**config.mk**
```make
export PLATFORM = sky130hd
export DESIGN_NAME = instr_fetch_unit
export DESIGN_NICKNAME = d
export VERILOG_FILES = /design/src/rtl/riscv_pkg.sv /design/src/rtl/fetch_pc_gen.sv /design/src/rtl/instr_fetch_unit.sv
export SDC_FILE = /design/constraint.sdc
export NUM_CORES = 1
export LEC_CHECK = 0
export BUFFER_PORTS_ARGS = -buffer_cell sky130_fd_sc_hd__buf_2
export CORE_MARGIN = 2
export CORE_UTILIZATION = 23
export DETAILED_ROUTE_END_ITERATION = 12
export MAX_ROUTING_LAYER = met4
export SLEW_MARGIN = 20
export SYNTH_ARGS = -nofsm -noshare
export SYNTH_HDL_FRONTEND = slang
export SYNTH_HIERARCHICAL = 1
export SYNTH_SLANG_ARGS = --single-unit
```
**constraint.sdc**
```tcl
create_clock -name clk -period 2.6 [get_ports clk]
set_input_delay 0.13 -clock clk [delete_from_list [all_inputs] [get_ports clk]]
set_output_delay 0.13 -clock clk [all_outputs]
set_load 0.02 [all_outputs]
```
**src/rtl/riscv_pkg.sv**
```systemverilog
// rtl/riscv_pkg.sv - shared constants and IF/ID record for the fetch stage
package riscv_pkg;

  localparam int XLEN = 32;
  localparam logic [XLEN-1:0] NOP_INSTR  = 32'h0000_0013;
  localparam logic [XLEN-1:0] HALT_INSTR = 32'hFFFF_FFFF;

  typedef enum logic {
    ST_RUN  = 1'b0,
    ST_HALT = 1'b1
  } fetch_state_t;

  typedef struct packed {
    logic            valid;
    logic [XLEN-1:0] pc;
    logic [XLEN-1:0] pc4;
    logic [XLEN-1:0] instr;
  } if_id_t;

endpackage

```
**src/rtl/fetch_pc_gen.sv**
```systemverilog
// rtl/fetch_pc_gen.sv - program counter with redirect/stall/halt priority and RUN/HALT state
module fetch_pc_gen
  import riscv_pkg::*;
#(
  parameter logic [XLEN-1:0] RESET_PC = 32'h0000_0000
) (
  input  logic            clk,
  input  logic            rst,
  input  logic            stall,
  input  logic            redirect_valid,
  input  logic [XLEN-1:0] redirect_pc,
  input  logic            halt_hit,
  input  logic            fault_hit,
  input  logic            fault_lock,
  output logic [XLEN-1:0] pc,
  output logic            halted
);

  fetch_state_t state;

  always_ff @(posedge clk) begin
    if (rst) begin
      pc    <= RESET_PC;
      state <= ST_RUN;
    end else if (redirect_valid) begin
      // A redirect abandons a wrong-path halt, but never a bounds fault.
      pc    <= redirect_pc;
      state <= fault_lock ? ST_HALT : ST_RUN;
    end else if (!stall && state == ST_RUN) begin
      if (fault_hit || halt_hit) begin
        state <= ST_HALT;
      end else begin
        pc <= pc + 32'd4;
      end
    end
  end

  assign halted = (state == ST_HALT);

endmodule

```
**src/rtl/instr_fetch_unit.sv**
```systemverilog
// rtl/instr_fetch_unit.sv - instruction fetch stage with IF/ID register; optional FETCH_BOUNDS_EN fault check
module instr_fetch_unit
  import riscv_pkg::*;
#(
  parameter logic [XLEN-1:0] RESET_PC = 32'h0000_0000,
  parameter int              ADDR_W   = 5
) (
  input  logic              clk,
  input  logic              rst,
  output logic [ADDR_W-1:0] rom_addr,
  input  logic [XLEN-1:0]   rom_instr,
  input  logic              stall,
  input  logic              redirect_valid,
  input  logic [XLEN-1:0]   redirect_pc,
  output logic              if_id_valid,
  output logic [XLEN-1:0]   if_id_pc,
  output logic [XLEN-1:0]   if_id_pc4,
  output logic [XLEN-1:0]   if_id_instr,
  output logic              halted,
  output logic              fetch_fault
);

  logic [XLEN-1:0] pc;
  logic            halt_hit;
  logic            fault_hit;
  logic            fault_q;
  if_id_t          if_id;

  assign rom_addr = pc[ADDR_W+1:2];
  assign halt_hit = (rom_instr == HALT_INSTR);

`ifdef FETCH_BOUNDS_EN
  logic bounds_bad;
  assign bounds_bad = (pc[1:0] != 2'b00) || (pc[XLEN-1:ADDR_W+2] != '0);
  assign fault_hit  = bounds_bad && !halted && !stall;

  always_ff @(posedge clk) begin
    if (rst) begin
      fault_q <= 1'b0;
    end else if (!redirect_valid && fault_hit) begin
      fault_q <= 1'b1;
    end
  end
`else
  assign fault_hit = 1'b0;
  assign fault_q   = 1'b0;
`endif

  fetch_pc_gen #(
    .RESET_PC (RESET_PC)
  ) u_pc_gen (
    .clk            (clk),
    .rst            (rst),
    .stall          (stall),
    .redirect_valid (redirect_valid),
    .redirect_pc    (redirect_pc),
    .halt_hit       (halt_hit),
    .fault_hit      (fault_hit),
    .fault_lock     (fault_q),
    .pc             (pc),
    .halted         (halted)
  );

  always_ff @(posedge clk) begin
    if (rst) begin
      if_id.valid <= 1'b0;
      if_id.pc    <= '0;
      if_id.pc4   <= '0;
      if_id.instr <= NOP_INSTR;
    end else if (redirect_valid) begin
      if_id.valid <= 1'b0;
      if_id.instr <= NOP_INSTR;
    end else if (!stall) begin
      if (halted || fault_hit) begin
        if_id.valid <= 1'b0;
        if_id.instr <= NOP_INSTR;
      end else begin
        // The halt word itself retires as a valid instruction.
        if_id.valid <= 1'b1;
        if_id.pc    <= pc;
        if_id.pc4   <= pc + 32'd4;
        if_id.instr <= rom_instr;
      end
    end
  end

  assign if_id_valid = if_id.valid;
  assign if_id_pc    = if_id.pc;
  assign if_id_pc4   = if_id.pc4;
  assign if_id_instr = if_id.instr;
  assign fetch_fault = fault_q;

endmodule
```
# [Word level (Yosys, flattened, before mapping)]
# Index checks and enable logic that the tools add are counted.
[word_totals] regBits=130 inputBits=68 elab_cells=24
[op_classes] n_addsub=1 n_eq_ne=2 mux=5 n_bitwise=3 n_reduce_logical=7
[ops] operator="$mux 32" n=4
[ops] operator="$add 32x3->32 const B" n=1
[ops] operator="$eq 32x32->1 const B" n=1
[ops] operator="$reduce_and 2->1" n=2
[ops] operator="$not 1->1" n=3
[ops] operator="$reduce_and 3->1" n=1
[ops] operator="$ne 2x2->1 const B" n=1
[ops] operator="$reduce_bool 2->1" n=1
[ops] operator="$reduce_or 2->1" n=1
[ops] operator="$logic_and 1x1->1" n=1
[ops] operator="$logic_not 1->1" n=1
[ops] operator="$mux 1" n=1

# [Depth between registers and ports, before layout]
[depth] depth_word=4 ltp_mapped=9

# [Hierarchy]
# The synthesis kept the hierarchy.
[modules_own_cells] mod="instr_fetch_unit" n_inst=1 cells_each=472 area_per_inst_um2=4027.6 seq_area_each_um2=1901.8
[modules_own_cells] mod="fetch_pc_gen" n_inst=1 cells_each=247 area_per_inst_um2=1960.6 seq_area_each_um2=660.6

# [Least setup slack after synthesis]
# No wires, ideal clock.
[synth_timing] path_kind="register to register" startpoint="reg u_pc_gen.state (netlist: u_pc_gen/halted)" endpoint="reg u_pc_gen.pc[22]" setup_ns=0.091 t_arrival_ns=2.215 required_ns=2.509 slack_ns=0.294 stages_incl_launch_ff=7 path_buffers=2 synth_period_minus_slack_ns=2.306 path_cell_list="dfxtp_1 or4_4 buf_2 or2_1 buf_6 or4_1 a311oi_1"
[synth_via] elab_chain_len=4
[synth_rtl] element="start: declaration" line_no="fetch_pc_gen.sv:19" source="fetch_state_t state;"
[synth_rtl] element="start signal: assignment" line_no="fetch_pc_gen.sv:28" source="state <= fault_lock ? ST_HALT : ST_RUN;"
[synth_rtl] element="$not 1->1 (no source line)"
[synth_rtl] element="$logic_and 1x1->1" line_no="fetch_pc_gen.sv:29" source="end else if (!stall && state == ST_RUN) begin"
[synth_rtl] element="$reduce_bool 2->1 (no source line)"
[synth_rtl] element="$reduce_and 2->1 (no source line)"
[synth_rtl] element="end signal: assignment" line_no="fetch_pc_gen.sv:27" source="pc <= redirect_pc;"
[synth_rtl] element="end signal: assignment" line_no="fetch_pc_gen.sv:33" source="pc <= pc + 32'd4;"
[synth_rtl] element="end: declaration" line_no="fetch_pc_gen.sv:15" source="output logic [XLEN-1:0] pc,"
# No other way between the ends.
# A chain may end at the register's enable or synchronous reset.

# [Final worst setup path]
[layout_timing] startpoint="in rom_instr[16]" endpoint="reg u_pc_gen.pc[27]"
[layout_via] elab_chain_len=3
[layout_rtl] element="start: declaration" line_no="instr_fetch_unit.sv:11" source="input logic [XLEN-1:0] rom_instr,"
[layout_rtl] element="$eq 32x32->1" line_no="instr_fetch_unit.sv:30" source="assign halt_hit = (rom_instr == HALT_INSTR);"
[layout_rtl] element="net halt_hit" line_no="instr_fetch_unit.sv:24" source="logic halt_hit;"
[layout_rtl] element="$ne 2x2->1 (no source line)"
[layout_rtl] element="$reduce_and 2->1 (no source line)"
# The timed path passes the listed nets, and every way through them passes these cells.

==> qor.yml <==
drt:
  dr_wl_met2_mm: 9.71
  ant_nets: 0
  first_pass_iters: 5
  drtIter0Drc: 485
  post-route-drc-count: 0
  wirelength_mm: 20.9
  wl_met3_mm: 1.26
  num_vias: 6328
  via_per_inst: 4.96
  dr.max_layer_used: "met4"
  wl_met1_mm: 9.55
  avgRoutedWirePerCell_um: 16.3
pwr:
  power_mw: 5.25
  vdd_drop_max_mv: 0.324
  p_leak_nw: 3.19
  powerDensity_nw_per_um2: 637
worst_setup_path:
  r2r-end: "u_pc_gen/pc[27]"
  critPathBufInv: 2
  critPathCaptureType: "flop"
  worstPathMaxFanout: 5
  path_cells: "dlygate4sd3_1, buf_2, nand4_1, or4_4, nor2_1, or4_4, or3_4, or4_4, a311oi_2"
  worstSetupStartpointType: "input port"
  crit_type: "in2reg"
  worstPathArrival_ps: 2900
  critPathRequiredTime_ps: 2930
  crit_path_top_delay_cell: "or4_4"
  rr_startpoint: "u_pc_gen/pc[5]"
  cpPeakStageDelay_ps: 540
  critPathTopFamily: "simple AND/OR/NAND/NOR gates"
  r2r_cells: 4
  reg2reg_slack_ps: 310
  path_common_cell: "or4_4"
global_routing:
  grt_pass1_vias: 5708
  grt_pass1_wl_mm: 31.2
  grt_max_degree: 87
  antenna_found_initial: 4
  grt_use_total: 0.151
  overflow: 0
sta:
  setup_viol: 0
  fmax_mhz: 389
  skew_ps: 12.8
  drv_slew: 0
  min_period_ps: 2570
  setup_tns_ps: 0
  slew_headroom: 0.495
  period_share: 0.988
  worst_pin_slew_ps: 750
  hold_viol: 0
finish:
  area_delta_synth_final_pct: 37.6
  fillers: 2755
  regArea_um2: 2560
  fin_util: 0.319
  nets: 995
  multi_input_area_um2: 3150
  drive_gt1_frac: 0.270
  final_cell_area_um2: 8240
clock_network:
  root_buffer: "clkbuf_16"
  cts_buffers: 17
  htree_levels: 4
  cts_tree: "done"
  clk_pin_slew_ps: 70
  clk_latency_ps: 420
  clkSinkCount: 128
  cts_buffer_depth: 2
die:
  rows: 59
  die_y_um: 165
  ios: 172
  core_area_um2: 25800
  start_util: 0.232
  chipWidth_um: 165
  die_area_um2: 27300
hold_path:
  hold_end: "u_pc_gen/pc[12]"
  min_delay_path_depth: 3
  min_from: "redirect_pc[12]"
  min_path_type: "in2reg"
run:
  drv_cap: 0
synth:
  synth_seq_cells: 128
  synth_common_cells: "128 x dfxtp_1, 96 x nor2_1, 92 x nand2_1"
  synth-main-ff-cell: "dfxtp_1"
  synth_edf_count: 0
  syn_inst: 719
  synth.area.top_cells: "dfxtp_1 43%, nor2_1 6.0%, nand2_1 5.8%, a22oi_1 3.5%, nand4_1 3.4%"
  async_flop_share: 0
  synth_warnings: 6
  synth_top_area_cell: "dfxtp_1"
  synth_cell_type_count: 60
  syn_area_um2: 5990
  synth_top_area_frac: 0.428
  ys_seq_area_frac: 0.428
  postSynthAreaPerCell_um2: 8.33
  yosysMostFrequentCell: "dfxtp_1"
place:
  buffer_ports.inserted: 170
  dp_hpwl_mm: 14.1
  gp_congestion: 0.822
  placed_area_um2: 7150
run_status:
  run_status: "completed"
-- flip-flops by register name, summed over array words and instances (netlist names) --
signal and count:
u_pc_gen/pc 32, if_id_valid 1, if_id_instr 32, u_pc_gen/halted 1, if_id_pc 32, if_id_pc4 30
-- per-layer routing --
| metal | vias up | GRT usage |
|---|---|---|
| met5 | - | - |
| met2 | 236 | 0.241 |
| li1 | 3091 | - |
| met1 | 2970 | 0.190 |
| met4 | 0 | 0.0486 |
| met3 | 31 | 0.0367 |
-- placed cells by master, fill, tap and decap left out, drive strengths merged, types with 20 or more instances in the layout --
| cell type | n |
|---|---|
| dlygate4sd3 | 43 |
| nor2 | 96 |
| a211oi | 22 |
| a21oi | 39 |
| nand3 | 20 |
| dfxtp | 128 |
| nand2 | 92 |
| nand4 | 34 |
| buf | 194 |
| a22oi | 28 |
| a311oi | 22 |
| or4 | 21 |
-- what timing repair did --
item | CTS | global route
buffers inserted | 0 | 1
gates resized for setup | 0 | 8
endpoints found under the hold margin | 43 | 0
hold buffers | 43 | 0
setup endpoints to repair | 0 | 9
-- where the power goes --
part / switching (mW) / internal [mW] / leakage [nW]
clock: 0.997 / 1.42 / 0.273
sequential: 0.120 / 2.06 / 1.05
combinational: 0.384 / 0.270 / 1.87
total: 1.50 / 3.75 / 3.19
-- logic make-up (layout without fill, tap and decap cells) --
kind of cell | Yosys count | in the layout | synth area share
AOI/OAI and AO/OA | 165 | 165 | 0.193
xor gates and xnor gates | 21 | 21 | 0.0307
adders and majority gates | 2 | 2 | 0.00418
buffers and inverters | 65 | 278 | 0.0581
DFF | 128 | 128 | 0.428
muxes | 2 | 2 | 0.00334
other | 1 | 9 | 0.000626
and+or+nand+nor | 335 | 337 | 0.282
-- worst max-delay path by stage --
stage	startpoint	endpoint	slack, ps	cells after the start
global placement	rom_instr[15]	u_pc_gen/pc[23]	80	8
global route	rom_instr[16]	u_pc_gen/pc[26]	-8	10
finish	rom_instr[16]	u_pc_gen/pc[27]	30	9
detailed placement	rom_instr[15]	u_pc_gen/pc[27]	60	8
CTS	rom_instr[14]	u_pc_gen/pc[21]	10	9
floorplan	u_pc_gen/halted	u_pc_gen/pc[22]	290	6
-- worst min-delay path, stage by stage --
cell and delay [ps]:
buf_2 100, nor2_1 110, a211oi_1 70
-- final cells by class --
cell class | count | share of cell area
multi-input cells | 532 | 0.383
flip-flops and latches | 128 | 0.311
well taps | 335 | 0.0509
clock inverters | 15 | 0.0194
diodes | 4 | 0.00121
clock buffers | 17 | 0.0516
inverters | 9 | 0.00410
repair buffers | 237 | 0.179
-- stage by stage --
stage	cells	hold WS, ps	worst slack (ps)
global route	1277	11.4	-8.02
floorplan	723	245	294
CTS	1270	12.1	9.83
global placement	1195	372	83.2
detailed placement	1195	380	64.7
finish	1277	25.6	31.3
(Power assumes the default switching activity.)
